===== src/rtl/regseq_pkg.sv =====
// regseq_pkg: shared types and constants for the register-file sequencer.
//   op_e     : ALU command opcodes (3 bits)
//   state_e  : sequencer FSM states
//   NUM_REGS : implemented register count (indices 0..NUM_REGS-1)
//   PARK_ADDR: write index driven whenever no write is intended (>= NUM_REGS)
//   op_writes / op_uses_rs / op_uses_rt: per-opcode operand usage
package regseq_pkg;

    localparam int NUM_REGS  = 16;
    localparam int PARK_ADDR = 31;

    typedef enum logic [2:0] {
        ADD  = 3'd0,
        SUB  = 3'd1,
        AND  = 3'd2,
        OR   = 3'd3,
        XOR  = 3'd4,
        ADDI = 3'd5,
        LI   = 3'd6,
        RD   = 3'd7
    } op_e;

    typedef enum logic [2:0] {
        IDLE  = 3'd0,
        READ  = 3'd1,
        EXEC  = 3'd2,
        WRITE = 3'd3,
        RESP  = 3'd4
    } state_e;

    // Every op except RD produces a register write-back.
    function automatic logic op_writes(op_e op);
        return op != RD;
    endfunction

    // LI takes its value from the immediate only.
    function automatic logic op_uses_rs(op_e op);
        return op != LI;
    endfunction

    function automatic logic op_uses_rt(op_e op);
        return op inside {ADD, SUB, AND, OR, XOR};
    endfunction

endpackage


===== src/rtl/regseq_alu.sv =====
// regseq_alu: combinational result generator for the sequencer.
// Ports:
//   op     : opcode (regseq_pkg::op_e)
//   a, b   : source register values (rs, rt)
//   imm    : 16-bit immediate
//   result : op result, modulo 2^DATA_W, no flags
module regseq_alu
    import regseq_pkg::*;
#(
    parameter int DATA_W = 32
) (
    input  op_e               op,
    input  logic [DATA_W-1:0] a,
    input  logic [DATA_W-1:0] b,
    input  logic [15:0]       imm,
    output logic [DATA_W-1:0] result
);

    logic signed [DATA_W-1:0] aS;
    logic signed [DATA_W-1:0] bS;
    logic signed [DATA_W-1:0] immSext;
    logic        [DATA_W-1:0] immZext;

    assign aS      = a;
    assign bS      = b;
    assign immSext = {{(DATA_W-16){imm[15]}}, imm};
    assign immZext = {{(DATA_W-16){1'b0}}, imm};

    always_comb begin
        result = '0;
        case (op)
            ADD:     result = aS + bS;
            SUB:     result = aS - bS;
            AND:     result = a & b;
            OR:      result = a | b;
            XOR:     result = a ^ b;
            ADDI:    result = aS + immSext;
            LI:      result = immZext;
            RD:      result = a;
            default: result = '0;
        endcase
    end

endmodule


===== src/rtl/regfile_sequencer.sv =====
// regfile_sequencer: accepts one ALU-style command per handshake, reads the
// source registers from an external 16-entry register file, computes the
// result, writes it back and returns a response.
// Ports:
//   clk, rst              : clock (rising edge), asynchronous active-low reset
//   cmd_valid/cmd_ready   : command handshake; cmd_op/rd/rs/rt/imm fields
//   rf_rd_addr_a/b        : register file read addresses (data returns next cycle)
//   rf_rd_data_a/b        : register file read data
//   rf_wr_addr/rf_wr_data : register file write port (writes every edge;
//                           parked at PARK_ADDR when no write is intended)
//   rsp_valid/rsp_ready   : response handshake; rsp_data, rsp_err
// Optional build macro REGSEQ_CMD_COUNT_EN adds cmd_count[15:0], a wrapping
// count of completed response handshakes.
module regfile_sequencer #(
    parameter int DATA_W    = 32,
    parameter int ADDR_W    = 5,
    parameter int NUM_REGS  = regseq_pkg::NUM_REGS,
    parameter int PARK_ADDR = regseq_pkg::PARK_ADDR
) (
    input  logic              clk,
    input  logic              rst,
    input  logic              cmd_valid,
    output logic              cmd_ready,
    input  logic [2:0]        cmd_op,
    input  logic [ADDR_W-1:0] cmd_rd,
    input  logic [ADDR_W-1:0] cmd_rs,
    input  logic [ADDR_W-1:0] cmd_rt,
    input  logic [15:0]       cmd_imm,
    output logic [ADDR_W-1:0] rf_rd_addr_a,
    output logic [ADDR_W-1:0] rf_rd_addr_b,
    input  logic [DATA_W-1:0] rf_rd_data_a,
    input  logic [DATA_W-1:0] rf_rd_data_b,
    output logic [ADDR_W-1:0] rf_wr_addr,
    output logic [DATA_W-1:0] rf_wr_data,
    output logic              rsp_valid,
    input  logic              rsp_ready,
    output logic [DATA_W-1:0] rsp_data,
    output logic              rsp_err
`ifdef REGSEQ_CMD_COUNT_EN
    ,
    output logic [15:0]       cmd_count
`endif
);

    import regseq_pkg::*;

    localparam logic [ADDR_W:0]   NUM_REGS_CMP = NUM_REGS[ADDR_W:0];
    localparam logic [ADDR_W-1:0] PARK_IDX     = PARK_ADDR[ADDR_W-1:0];

    function automatic logic outOfRange(logic [ADDR_W-1:0] idx);
        return {1'b0, idx} >= NUM_REGS_CMP;
    endfunction

    state_e            state;
    state_e            stateNext;
    logic              accept;
    op_e               opReg;
    logic [ADDR_W-1:0] rdReg;
    logic [15:0]       immReg;
    logic [DATA_W-1:0] aluResult;
    logic              errNow;

    regseq_alu #(
        .DATA_W (DATA_W)
    ) uAlu (
        .op     (opReg),
        .a      (rf_rd_data_a),
        .b      (rf_rd_data_b),
        .imm    (immReg),
        .result (aluResult)
    );

    // Source indices live in rf_rd_addr_a/b for the whole command, so the
    // index check can use them directly; unused fields are masked per op.
    assign errNow = (op_writes(opReg)  && outOfRange(rdReg))        ||
                    (op_uses_rs(opReg) && outOfRange(rf_rd_addr_a)) ||
                    (op_uses_rt(opReg) && outOfRange(rf_rd_addr_b));

    always_ff @(posedge clk or negedge rst) begin
        if (!rst) state <= IDLE;
        else      state <= stateNext;
    end

    always_comb begin
        stateNext = state;
        accept    = 1'b0;
        case (state)
            IDLE: begin
                if (cmd_valid && cmd_ready) begin
                    accept    = 1'b1;
                    stateNext = READ;
                end
            end
            READ:  stateNext = EXEC;
            EXEC:  stateNext = WRITE;
            WRITE: stateNext = RESP;
            RESP:  if (rsp_ready) stateNext = IDLE;
            default: stateNext = IDLE;
        endcase
    end

    // Command fields are plain data: captured on accept, no reset needed.
    always_ff @(posedge clk) begin
        if (accept) begin
            opReg  <= op_e'(cmd_op);
            rdReg  <= cmd_rd;
            immReg <= cmd_imm;
        end
    end

    // Registered outputs. The async reset parks the write address, which is
    // what drops a write caught mid-flight.
    always_ff @(posedge clk or negedge rst) begin
        if (!rst) begin
            cmd_ready    <= 1'b1;
            rsp_valid    <= 1'b0;
            rsp_err      <= 1'b0;
            rsp_data     <= '0;
            rf_wr_addr   <= PARK_IDX;
            rf_wr_data   <= '0;
            rf_rd_addr_a <= '0;
            rf_rd_addr_b <= '0;
        end else begin
            cmd_ready <= (stateNext == IDLE);
            if (accept) begin
                rf_rd_addr_a <= cmd_rs;
                rf_rd_addr_b <= cmd_rt;
            end
            case (state)
                EXEC: begin
                    rsp_data <= errNow ? '0 : aluResult;
                    rsp_err  <= errNow;
                    if (op_writes(opReg) && !errNow) begin
                        rf_wr_addr <= rdReg;
                        rf_wr_data <= aluResult;
                    end
                end
                WRITE: begin
                    rf_wr_addr <= PARK_IDX;
                    rsp_valid  <= 1'b1;
                end
                RESP: begin
                    if (rsp_ready) rsp_valid <= 1'b0;
                end
                default: ;
            endcase
        end
    end

`ifdef REGSEQ_CMD_COUNT_EN
    always_ff @(posedge clk or negedge rst) begin
        if (!rst)                        cmd_count <= '0;
        else if (rsp_valid && rsp_ready) cmd_count <= cmd_count + 16'd1;
    end
`endif

endmodule

===== config.mk =====
export PLATFORM = sky130hd
export DESIGN_NAME = regfile_sequencer
export DESIGN_NICKNAME = d
export VERILOG_FILES = /design/src/rtl/regseq_pkg.sv /design/src/rtl/regseq_alu.sv /design/src/rtl/regfile_sequencer.sv
export SDC_FILE = /design/constraint.sdc
export NUM_CORES = 1
export LEC_CHECK = 0
export ABC_AREA = 1
export ABC_CLOCK_PERIOD_IN_PS = 5900
export CORE_MARGIN = 1
export CORE_UTILIZATION = 55
export DETAILED_ROUTE_END_ITERATION = 10
export PLACE_DENSITY = 0.83
export SLEW_MARGIN = 40
export SYNTH_ARGS = -nofsm -noshare
export SYNTH_HDL_FRONTEND = slang
export SYNTH_HIERARCHICAL = 1
export SYNTH_SLANG_ARGS = --single-unit

===== constraint.sdc =====
create_clock -name clk -period 5.9 [get_ports clk]
set_clock_uncertainty 0.05 [all_clocks]
set_input_delay 1.18 -clock clk [delete_from_list [all_inputs] [get_ports clk]]
set_output_delay 1.18 -clock clk [all_outputs]
set_load 0.05 [all_outputs]

==> reports/results.tsv, run 1 <==
metric	value	unit
status	finished clean	
total number of vias	9724	
gpl congestion	1.01	
fraction of layout cells with a size suffix above 1	6.32	%
fill count	1391	
top cells by area, synth	dfrtp_1 (21%), nand2_1 (16%), ha_1 (14%)	
Syn Nets	1507	
post-CTS sizing	0	
CTS Root Cell	clkbuf_16	
Max-Cap Viols	0	
Worst EP arrival	5.07	ns
I/O pins	184	
WP data required	6.13	ns
Core Rows	47	
Die Ht	133	microns
CTS max path bufs	2	
setup repair after global routing missed its margin	false	
most common library cells after synthesis	nand2_1 (403), inv_1 (156), ha_1 (103)	
Syn Area/Cell	7.21	sq um
die width	133	microns
Post-synth EDFFs	24	
Post-Synthesis Cells	1301	
Routed WL per cell	19.2	microns
initial antenna violation count	1	
grt total ovfl	0	
PwrDens	389	nW/um^2
diode count	0	
CTS tree	done	
Initial Utilization	56.5	%
crit path max fanout	5	
H-tree depth	3	
PortBufs	183	
Worst-Skew Late Latency	0.36	ns
first-pass GRT wire length	50800	microns
Most used DFF post-synth	dfrtp_1	
Post-CTS Setup Inserts	0	
core area	16600	sq um
CTS Buf Count	9	
CP Launch Type	input port	
Clock Sinks	109	
largest net degree at the start of global routing	78	
Min-Delay Path Class	register to register	
Final Max Tran Viols	0	
# nets final	1673	
count leader, synth	nand2_1	
Critical Path Most Common Cell	nand2_1	
crit-path cells	clkdlybuf4s50_1 > inv_1 > ha_1 > nand2_1 > nor2_1 > inv_1 > nor2_2 > xor2_1 > a21oi_1 > ha_1 > nand2_1 > nor2_1 > nand2_1 > o21ai_1 > nand3b_1 > nand2_1 > nand2_1 > nand2_1 > nand2_1 > nand2_1 > inv_1 > o21ai_1	
area leader, netlist	dfrtp_1	
vias per cell	5.75	
Antenna Nets Post-Route	0	
Placed Area	11400	sq um
Routed WL	32500	microns
die area	17600	sq um
Slew HR	45.4	%
Yosys Warn Count	6	
CP endpoint kind	register	
slowest stage delay, CP	0.45	ns
Reg2Reg Setup Slack	1.63	ns
DRT Pass-1 Iters	7	
# DRC	0	
mapped cell area	9370	sq um
shortest period the worst path allows	4.84	ns
CP max stage cell	clkdlybuf4s50_1	
asr flop ratio synth	78.0	%
total power	4.53	mW
GRT Overall Usage	37.6	%
VDD IR max	0.405	mV
DR iter-0 viols	1020	
count of cell types in the netlist	52	
final setup fails	0	
Yosys reg bits	109	
sequential fraction of the synthesis area	30.5	%
Tightest Pin Transition	0.816	ns
final worst path period share	82.0	%
post-cts hold buffer count	0	
cell area after layout	11700	sq um
Fin. Hold Viols	0	
Worst-path clk slew	0.09	ns
Post-DP HPWL	25400	microns
P_leak	5.65	nW
Layout area overhead	24.4	%
Min Hold Slack	0.426	ns
Peak Freq	207	MHz
vias in the first global route	9366	
top cell type's share of synthesized area	21.1	%
critical path class	input port to register	
setup TNS	0	ns
==> per-stage QoR <==
stage	std cells	utilization [%]	worst slack (ns)
floorplan	1301	-	2.12
global placement	1674	68.3	0.889
detailed placement	1676	68.5	0.839
CTS	1692	70.3	1.18
global route	1692	70.3	0.781
finish	1692	70.3	1.06
==> kinds of logic after synthesis <==
group                      after synthesis  share of synthesized area [%]
and+or+nand+nor                        600                           27.1
AOI/OAI and AO/OA                      247                           16.3
buffers and inverters                  209                           9.18
DFF                                    109                           30.5
adders and majority gates              104                           14.0
xor gates and xnor gates                32                           2.99
==> power breakdown <==
group / leakage (nW) / total, mW / switching, mW / internal [mW]
clock network: 0.148 / 0.623 / 0.321 / 0.302
registers: 1.30 / 1.23 / 0.166 / 1.06
logic: 4.21 / 2.68 / 1.85 / 0.837
total: 5.65 / 4.53 / 2.33 / 2.20
==> final timing paths <==
check	from	depth (start not counted)	end
max	rf_rd_data_b[0]	22	rf_wr_data[29]$_DFFE_PN0P_
min	rf_wr_addr[4]$_DFFE_PN1P_	2	rf_wr_addr[4]$_DFFE_PN1P_
max reg2reg	opReg[1]$_DFFE_PP_	20	rf_wr_data[28]$_DFFE_PN0P_
min reg2reg	rf_wr_addr[4]$_DFFE_PN1P_	2	rf_wr_addr[4]$_DFFE_PN1P_
max in group asynchronous	rst	2	rsp_data[18]$_DFFE_PN0N_
min in group asynchronous	rst	1	rsp_data[13]$_DFFE_PN0N_
==> layout make-up <==
cell class                 instances  area (sq um)  area share (%)
sequential                       109          2860            24.5
timing repair buffer             193          1920            16.5
clock buffer                       9           225            1.93
multi-input combinational        983          5670            48.6
inverter                         171           644            5.52
clock inverter                     7          75.1           0.644
tap                              220           275            2.36
==> cells in the final DEF, fill, tap and decap left out, types with 4 or more instances in the layout <==
cell type and n:
dfrtp_1 79, buf_4 8, nor2_4 7, a21oi_1 80, o21ai_0 37, inv_1 156, a22oi_1 4, o22ai_1 11
a22oi_2 11, nand3_1 60, nand4_1 13, nor3_1 15, a221oi_1 14, o21ai_1 48, xnor2_1 6, o21bai_1 7
nand2_1 403, nand2_2 5, xor2_1 26, dfstp_2 6, ha_1 103, o221ai_1 18, nor2_1 71, clkdlybuf4s50_1 182
nor2_2 13, clkbuf_16 9, inv_2 14, edfxtp_1 24
==> worst max-delay path: cells and delay by family <==
family                     cells  cell delay, ns
AOI/OAI and AO/OA              3            0.61
and+or+nand+nor               12            1.75
adders and majority gates      2            0.57
buffers and inverters          4            0.79
xor gates and xnor gates       1            0.18
==> flip-flops by register name (all words and copies together) (netlist names) <==
| signal | flops |
|---|---|
| rf_wr_data | 32 |
| rsp_data | 32 |
| immReg | 16 |
| rdReg | 5 |
| rf_rd_addr_a | 5 |
| rf_rd_addr_b | 5 |
| rf_wr_addr | 5 |
| opReg | 3 |
| state | 3 |
| cmd_ready | 1 |
| rsp_err | 1 |
| rsp_valid | 1 |
==> per-layer routing <==
layer  track usage [%]  vias to the layer above  share of wire (%)
li1                  -                     4630                  -
met1              46.7                     4484                 39
met2              63.7                      514                 48
met3              5.56                       96                7.9
met4              19.1                        0                4.9
met5                 0                        -                  0
Note: power is estimated with default switching activity, not from simulation.
==> run 2: changes to the inputs <==
Settings changed: ABC_CLOCK_PERIOD_IN_PS 5900 to 3950, CORE_UTILIZATION 55 to 48, PLACE_DENSITY 0.83 to 0.77.
Clock period 5.9 ns to 3.95 ns, I/O delays scaled along.
==> reports/results.tsv, run 2 (synthesis results as in run 1) <==
metric	value	unit	change
status	finished clean		
# nets final	1809		+8.1%
final worst slack	0.179	ns	-0.883 ns
post-cts hold buffer count	0		unchanged
# DRC	0		unchanged
register area	2860	sq um	unchanged
final core utilization	69.4	%	-0.90 points
Die Ht	142	microns	+6.9%
Worst EP arrival	4.01	ns	-1.06 ns
DR iter-0 viols	1055		+3.4%
total number of vias	10200		+4.7%
Tightest Pin Transition	0.865	ns	+0.0491 ns
Max-Cap Viols	0		unchanged
Worst-path clk slew	0.09	ns	about the same
Routed WL per cell	16.7	microns	-13%
Clock Sinks	109		unchanged
GRT Overall Usage	30.9	%	-6.8 points
CTS tree	done		
largest net degree at the start of global routing	86		+10%
gpl congestion	0.975		-3.0%
core area	18900	sq um	+14%
most frequent cells in the layout	nand2_1 (393), clkdlybuf4s50_1 (173), inv_1 (153), buf_4 (145), ha_1 (93)		
H-tree depth	3		unchanged
CTS Root Cell	clkbuf_16		
Worst-Skew Late Latency	0.37	ns	about the same
Final Max Tran Viols	0		unchanged
DRT Pass-1 Iters	5		-2
first-pass GRT wire length	48100	microns	-5.4%
most common cell after layout, fill and taps aside	nand2_1		
CTS Buf Count	9		unchanged
final worst path period share	95.5	%	
critical path class	input port to register		
Largest regs	rf_wr_data (32), rsp_data (32), immReg (16)		
Layout area overhead	40.0	%	
CP Launch Type	input port		
CP endpoint kind	register		
Antenna Nets Post-Route	0		unchanged
Post-DP HPWL	24400	microns	-3.8%
initial antenna violation count	1		unchanged
Initial Utilization	49.6	%	-6.9 points
VDD IR max	0.289	mV	-29%
CTS max path bufs	2		unchanged
diode count	0		unchanged
vias per cell	5.45		-5.2%
shortest period the worst path allows	3.77	ns	
vias in the first global route	9155		-2.3%
Slew HR	42.2	%	-3.2 points
fill count	1606		+15%
I/O pins	184		unchanged
die width	142	microns	+6.9%
fraction of layout cells with a size suffix above 1	18.0	%	+12 points
PortBufs	183		unchanged
Setup WS pre-CTS	-0.493	ns	-1.33 ns
final setup fails	0		unchanged
Fin. Hold Viols	0		unchanged
WP data required	4.19	ns	-1.94 ns
PwrDens	534	nW/um^2	+37%
grt total ovfl	0		unchanged
Core Rows	50		+6.4%
Min-Delay Path Class	input port to asynchronous set/reset pin		
P_leak	6.43	nW	+14%
crit path max fanout	4		-1
footprint of the multi-input gates	6030	sq um	+6.3%
die area	20100	sq um	+14%
Routed WL	31200	microns	-4.0%
Peak Freq	265	MHz	
-- run 2: changes by cell type in the layout (fill, tap and decap cells not counted), moves of 8 or more --
cell / previous run / this run
dlymetal6s2s_1: 0 / 8
ha_4: 0 / 9
a21oi_1: 80 / 63
a21oi_2: 0 / 17
buf_4: 8 / 145
clkdlybuf4s50_1: 182 / 173
nand2_1: 403 / 393
ha_1: 103 / 93
-- run 2: where the power goes --
| part | total [mW] | internal, mW | switching [mW] |
|---|---|---|---|
| clock | 0.951 | 0.457 | 0.493 |
| sequential | 1.82 | 1.58 | 0.242 |
| combinational | 4.23 | 1.46 | 2.77 |
| total | 7.01 | 3.50 | 3.51 |
-- run 2: metrics by stage --
step	instance area [sq um]	setup TNS, ns	hold WS [ns]	std cells	power, mW
after floorplan	9370	0	0.442	1301	4.44
after global placement	12400	-12.11	0.403	1845	5.88
after detailed placement	12400	-15.52	0.413	1845	5.94
after CTS	12700	0	0.427	1862	6.91
after global routing	13100	-0.0372	0.449	1868	7.41
final	13100	0	0.397	1868	7.01
-- run 2: routing by layer --
layer  part of all wire (%)  vias up  global-route usage (%)  routed length (microns)
met1                     45     4750                    46.2                    14000
met5                  0.054        -                       0                       17
li1                       -     4893                       -                        -
met4                    1.6        2                    7.36                      485
met3                    9.6       43                    5.50                     2990
met2                     44      494                    45.7                    13700
-- run 2: final cells by class --
| class | count | share of cell area (%) |
|---|---|---|
| Multi-Input combinational cell | 983 | 45.9 |
| Timing Repair Buffer | 329 | 22.5 |
| Sequential cell | 109 | 21.8 |
| Inverter | 171 | 4.93 |
| Tap cell | 260 | 2.48 |
| Clock buffer | 9 | 1.72 |
| Clock inverter | 7 | 0.648 |
-- run 2: timing repair --
action	in CTS	in global routing
resized for setup	5	91
buffers inserted	1	6
cloned	0	0
endpoints found under the setup margin	17	46
pin swaps	1	24
-- run 2: worst paths after layout --
| path | to | cells after the start | start | slack (ns) |
|---|---|---|---|---|
| worst max-delay path | rf_wr_data[30]$_DFFE_PN0P_ | 20 | rf_rd_data_b[11] | 0.18 |
| worst min-delay path | state[2]$_DFF_PN0_ | 1 | rst | 0.40 |
| worst max register to register | rf_wr_data[30]$_DFFE_PN0P_ | 19 | opReg[1]$_DFFE_PP_ | 0.25 |
| worst min register to register | rf_wr_addr[4]$_DFFE_PN1P_ | 2 | rf_wr_addr[4]$_DFFE_PN1P_ | 0.42 |
| max in group asynchronous | rsp_data[18]$_DFFE_PN0N_ | 1 | rst | 2.96 |
| min in group clk | rf_wr_addr[4]$_DFFE_PN1P_ | 2 | rf_wr_addr[4]$_DFFE_PN1P_ | 0.42 |
-- run 2: worst max-delay path: stages --
cell and delay (ns):
clkdlybuf4s50_1 0.46, buf_4 0.16, nor2_1 0.14, nand2_1 0.13
nor2_4 0.17, buf_4 0.13, nand4_1 0.08, nand3_1 0.09
a22oi_1 0.07, ha_1 0.41, nand2_1 0.14, buf_4 0.17
nor3_1 0.31, nand3_1 0.12, nand2_1 0.10, xor2_1 0.15
nand2_1 0.06, nand2_1 0.14, inv_1 0.05, o21ai_1 0.12
==> run 3: changes to the inputs <==
Settings changed: CORE_MARGIN 1 to not set.
==> results of run 3 <==
Same layout as run 2: the final DEF is identical, and so are final timing and power.
==> edit: new RTL, flow settings as in run 3 <==
Build with the macro `REGSEQ_CMD_COUNT_EN` defined.
--- a/src/rtl/regfile_sequencer.sv
+++ b/src/rtl/regfile_sequencer.sv
@@ -11,6 +11,8 @@
 //   rsp_valid/rsp_ready   : response handshake; rsp_data, rsp_err
 // Optional build macro REGSEQ_CMD_COUNT_EN adds cmd_count[15:0], a wrapping
 // count of completed response handshakes.
+`define REGSEQ_CMD_COUNT_EN
+
 module regfile_sequencer #(
     parameter int DATA_W    = 32,
     parameter int ADDR_W    = 5,
Formal check against the unedited RTL (old outputs only; new: cmd_count): equivalent (Yosys induction, for registers that start in step).
==> edit against run 3 <==
Worst hold slack worse by 0.11 ns; power is 20% higher; critical path type unchanged; setup slack worse by 0.014 ns; fmax is 0.38% lower; die area is 6.1% higher; register-to-register slack better by 0.05 ns; critical endpoint is now rf_wr_data[25]; the flow now finishes with violations (DRC); sequential cell count is 16 higher; final area is 8.7% higher; area after synthesis is 6.1% higher; wire length is 12% higher.
==> edit: results <==
[run_status]
outcome = finished with violations
violations = DRC

[clocking]
clk_latency_ns = 0.43
clock-root-buffer = clkbuf_16
clk_pin_slew_ns = 0.06
cts_buffers = 17
htreeDepth = 4
clock_path_buffers = 2

[worst_setup_path]
cpPeakStageDelay_ns = 0.38
crit_fanout = 5
slowest_stage = ha_1
worst-r2r-cell-count = 21
startpoint = rf_rd_data_b[0]
r2r_slack_ns = 0.30
crit_arrival_ns = 4.08
r2r-end = rf_wr_data[12]

[detailed_routing]
dr.first_iter.drc_count = 865
via_count = 11000
drc_errors = 1
dr.pass1.iters = 8
wl_um = 35100
viasPerCell = 5.51

[timing]
slew_headroom_pct = 41.1

[placed_design]
dpl.hpwl_um = 26500
dp.cells = 1963
portBuffers = 199
routabilityCongestion = 1.00
placed_cell_area_um2 = 13200

[synthesis]
synth-main-ff-cell = dfrtp_1
synth-edff-count = 24
ys_top_cells_by_count = nand2_1 (439), inv_1 (176), nor2_1 (105)
synth.distinct_cells = 51
yosysSeqAreaShare_pct = 32.7
async_flop_share_pct = 80.8
syn_nets = 1592
synth_area_leaders = dfrtp_1 (24%), nand2_1 (17%), ha_1 (13%)
ys_warn_count = 6
synth_area_per_cell_um2 = 7.18

[power]
leakage_nw = 7.05
power.density_nw_per_um2 = 592
peakVddDrop_mv = 0.536

[cells_and_area]
diodes = 0
layout-drive-gt1-share_pct = 17.3
final_nets = 1926
fill_cells = 1704
reg_top3 = rf_wr_data (32), rsp_data (32)

[hold_path]
hold_class = input pin to asynchronous set/reset pin

[grt]
grt.total_usage_pct = 33.1
antenna_found_initial = 1
grt_max_degree = 61
grt_pass1_wl_um = 55500

[floorplan]
die_w_um = 146
-- edit: cell count changes after synthesis, sizes merged, moves of 10 or more --
cell and change:
a221oi -10, dfrtp +16, nand2 +31, nor2 +22
-- edit: per-layer routing --
metal  global-route usage (%)  up-vias  wire length [µm]  share of wire, %
li1                         -     5213                 -                 -
met4                     19.9        2              1910               5.4
met3                     4.55      138              2110               6.0
met5                        0        -                16             0.046
met2                     58.3      496             17300                49
met1                     38.4     5189             13800                39
-- edit: final cells by class --
type	instances	area share, %
multi-input combinational	1044	43.7
sequential	125	22.8
timing repair buffer	353	22.2
inverter	178	4.69
clock buffer	17	2.98
tap	270	2.37
clock inverter	15	1.26
-- edit: worst max-delay path by stage --
| stage | to | slack [ns] |
|---|---|---|
| 2_1_floorplan | rf_wr_data[31] | 0.46 |
| 5_1_grt | rf_wr_data[30] | -0.07 |
| 3_3_place_gp | rf_wr_data[27] | -0.51 |
| 6_report | rf_wr_data[25] | 0.16 |
| 3_5_place_dp | rf_wr_data[25] | -0.61 |
| 4_1_cts | rf_wr_data[25] | 0.07 |
-- edit: where the power goes --
| group | switching (mW) | internal [mW] |
|---|---|---|
| logic | 3.11 | 1.57 |
| registers | 0.304 | 1.81 |
| clock network | 0.687 | 0.955 |
-- edit: worst max-delay path, delay by kind of cell --
| kind | cells | cell delay (ns) |
|---|---|---|
| compound gates | 4 | 0.59 |
| buf+inv | 4 | 0.49 |
| fa+ha+maj | 2 | 0.53 |
| simple gates | 10 | 1.50 |
| xor+xnor | 1 | 0.17 |
-- edit: kinds of logic (layout without fill, tap and decap cells) --
kind of cell	count (synthesis)	after routing	share of synthesized area, %
buffers and inverters	216	563	8.78
AOI/OAI and AO/OA	254	254	15.0
DFF	125	125	32.7
and+or+nand+nor	648	648	27.0
adders and majority gates	105	105	13.3
xor gates and xnor gates	37	37	3.26
-- edit: timing repair --
item / in CTS / in global routing
setup buffers: 2 / 5
endpoints found under the hold margin: 0 / 0
resized for setup: 29 / 85
pin swaps: 16 / 32
setup endpoints to repair: 12 / 38
-- edit: per-stage QoR --
stage	hold WS [ns]	setup TNS, ns	setup WS [ns]
after floorplan	0.442	0	0.457
after global placement	0.400	-13.73	-0.510
after detailed placement	0.414	-16.25	-0.613
after CTS	0.415	0	0.0700
after global routing	0.327	-0.180	-0.0676
final	0.285	0	0.165
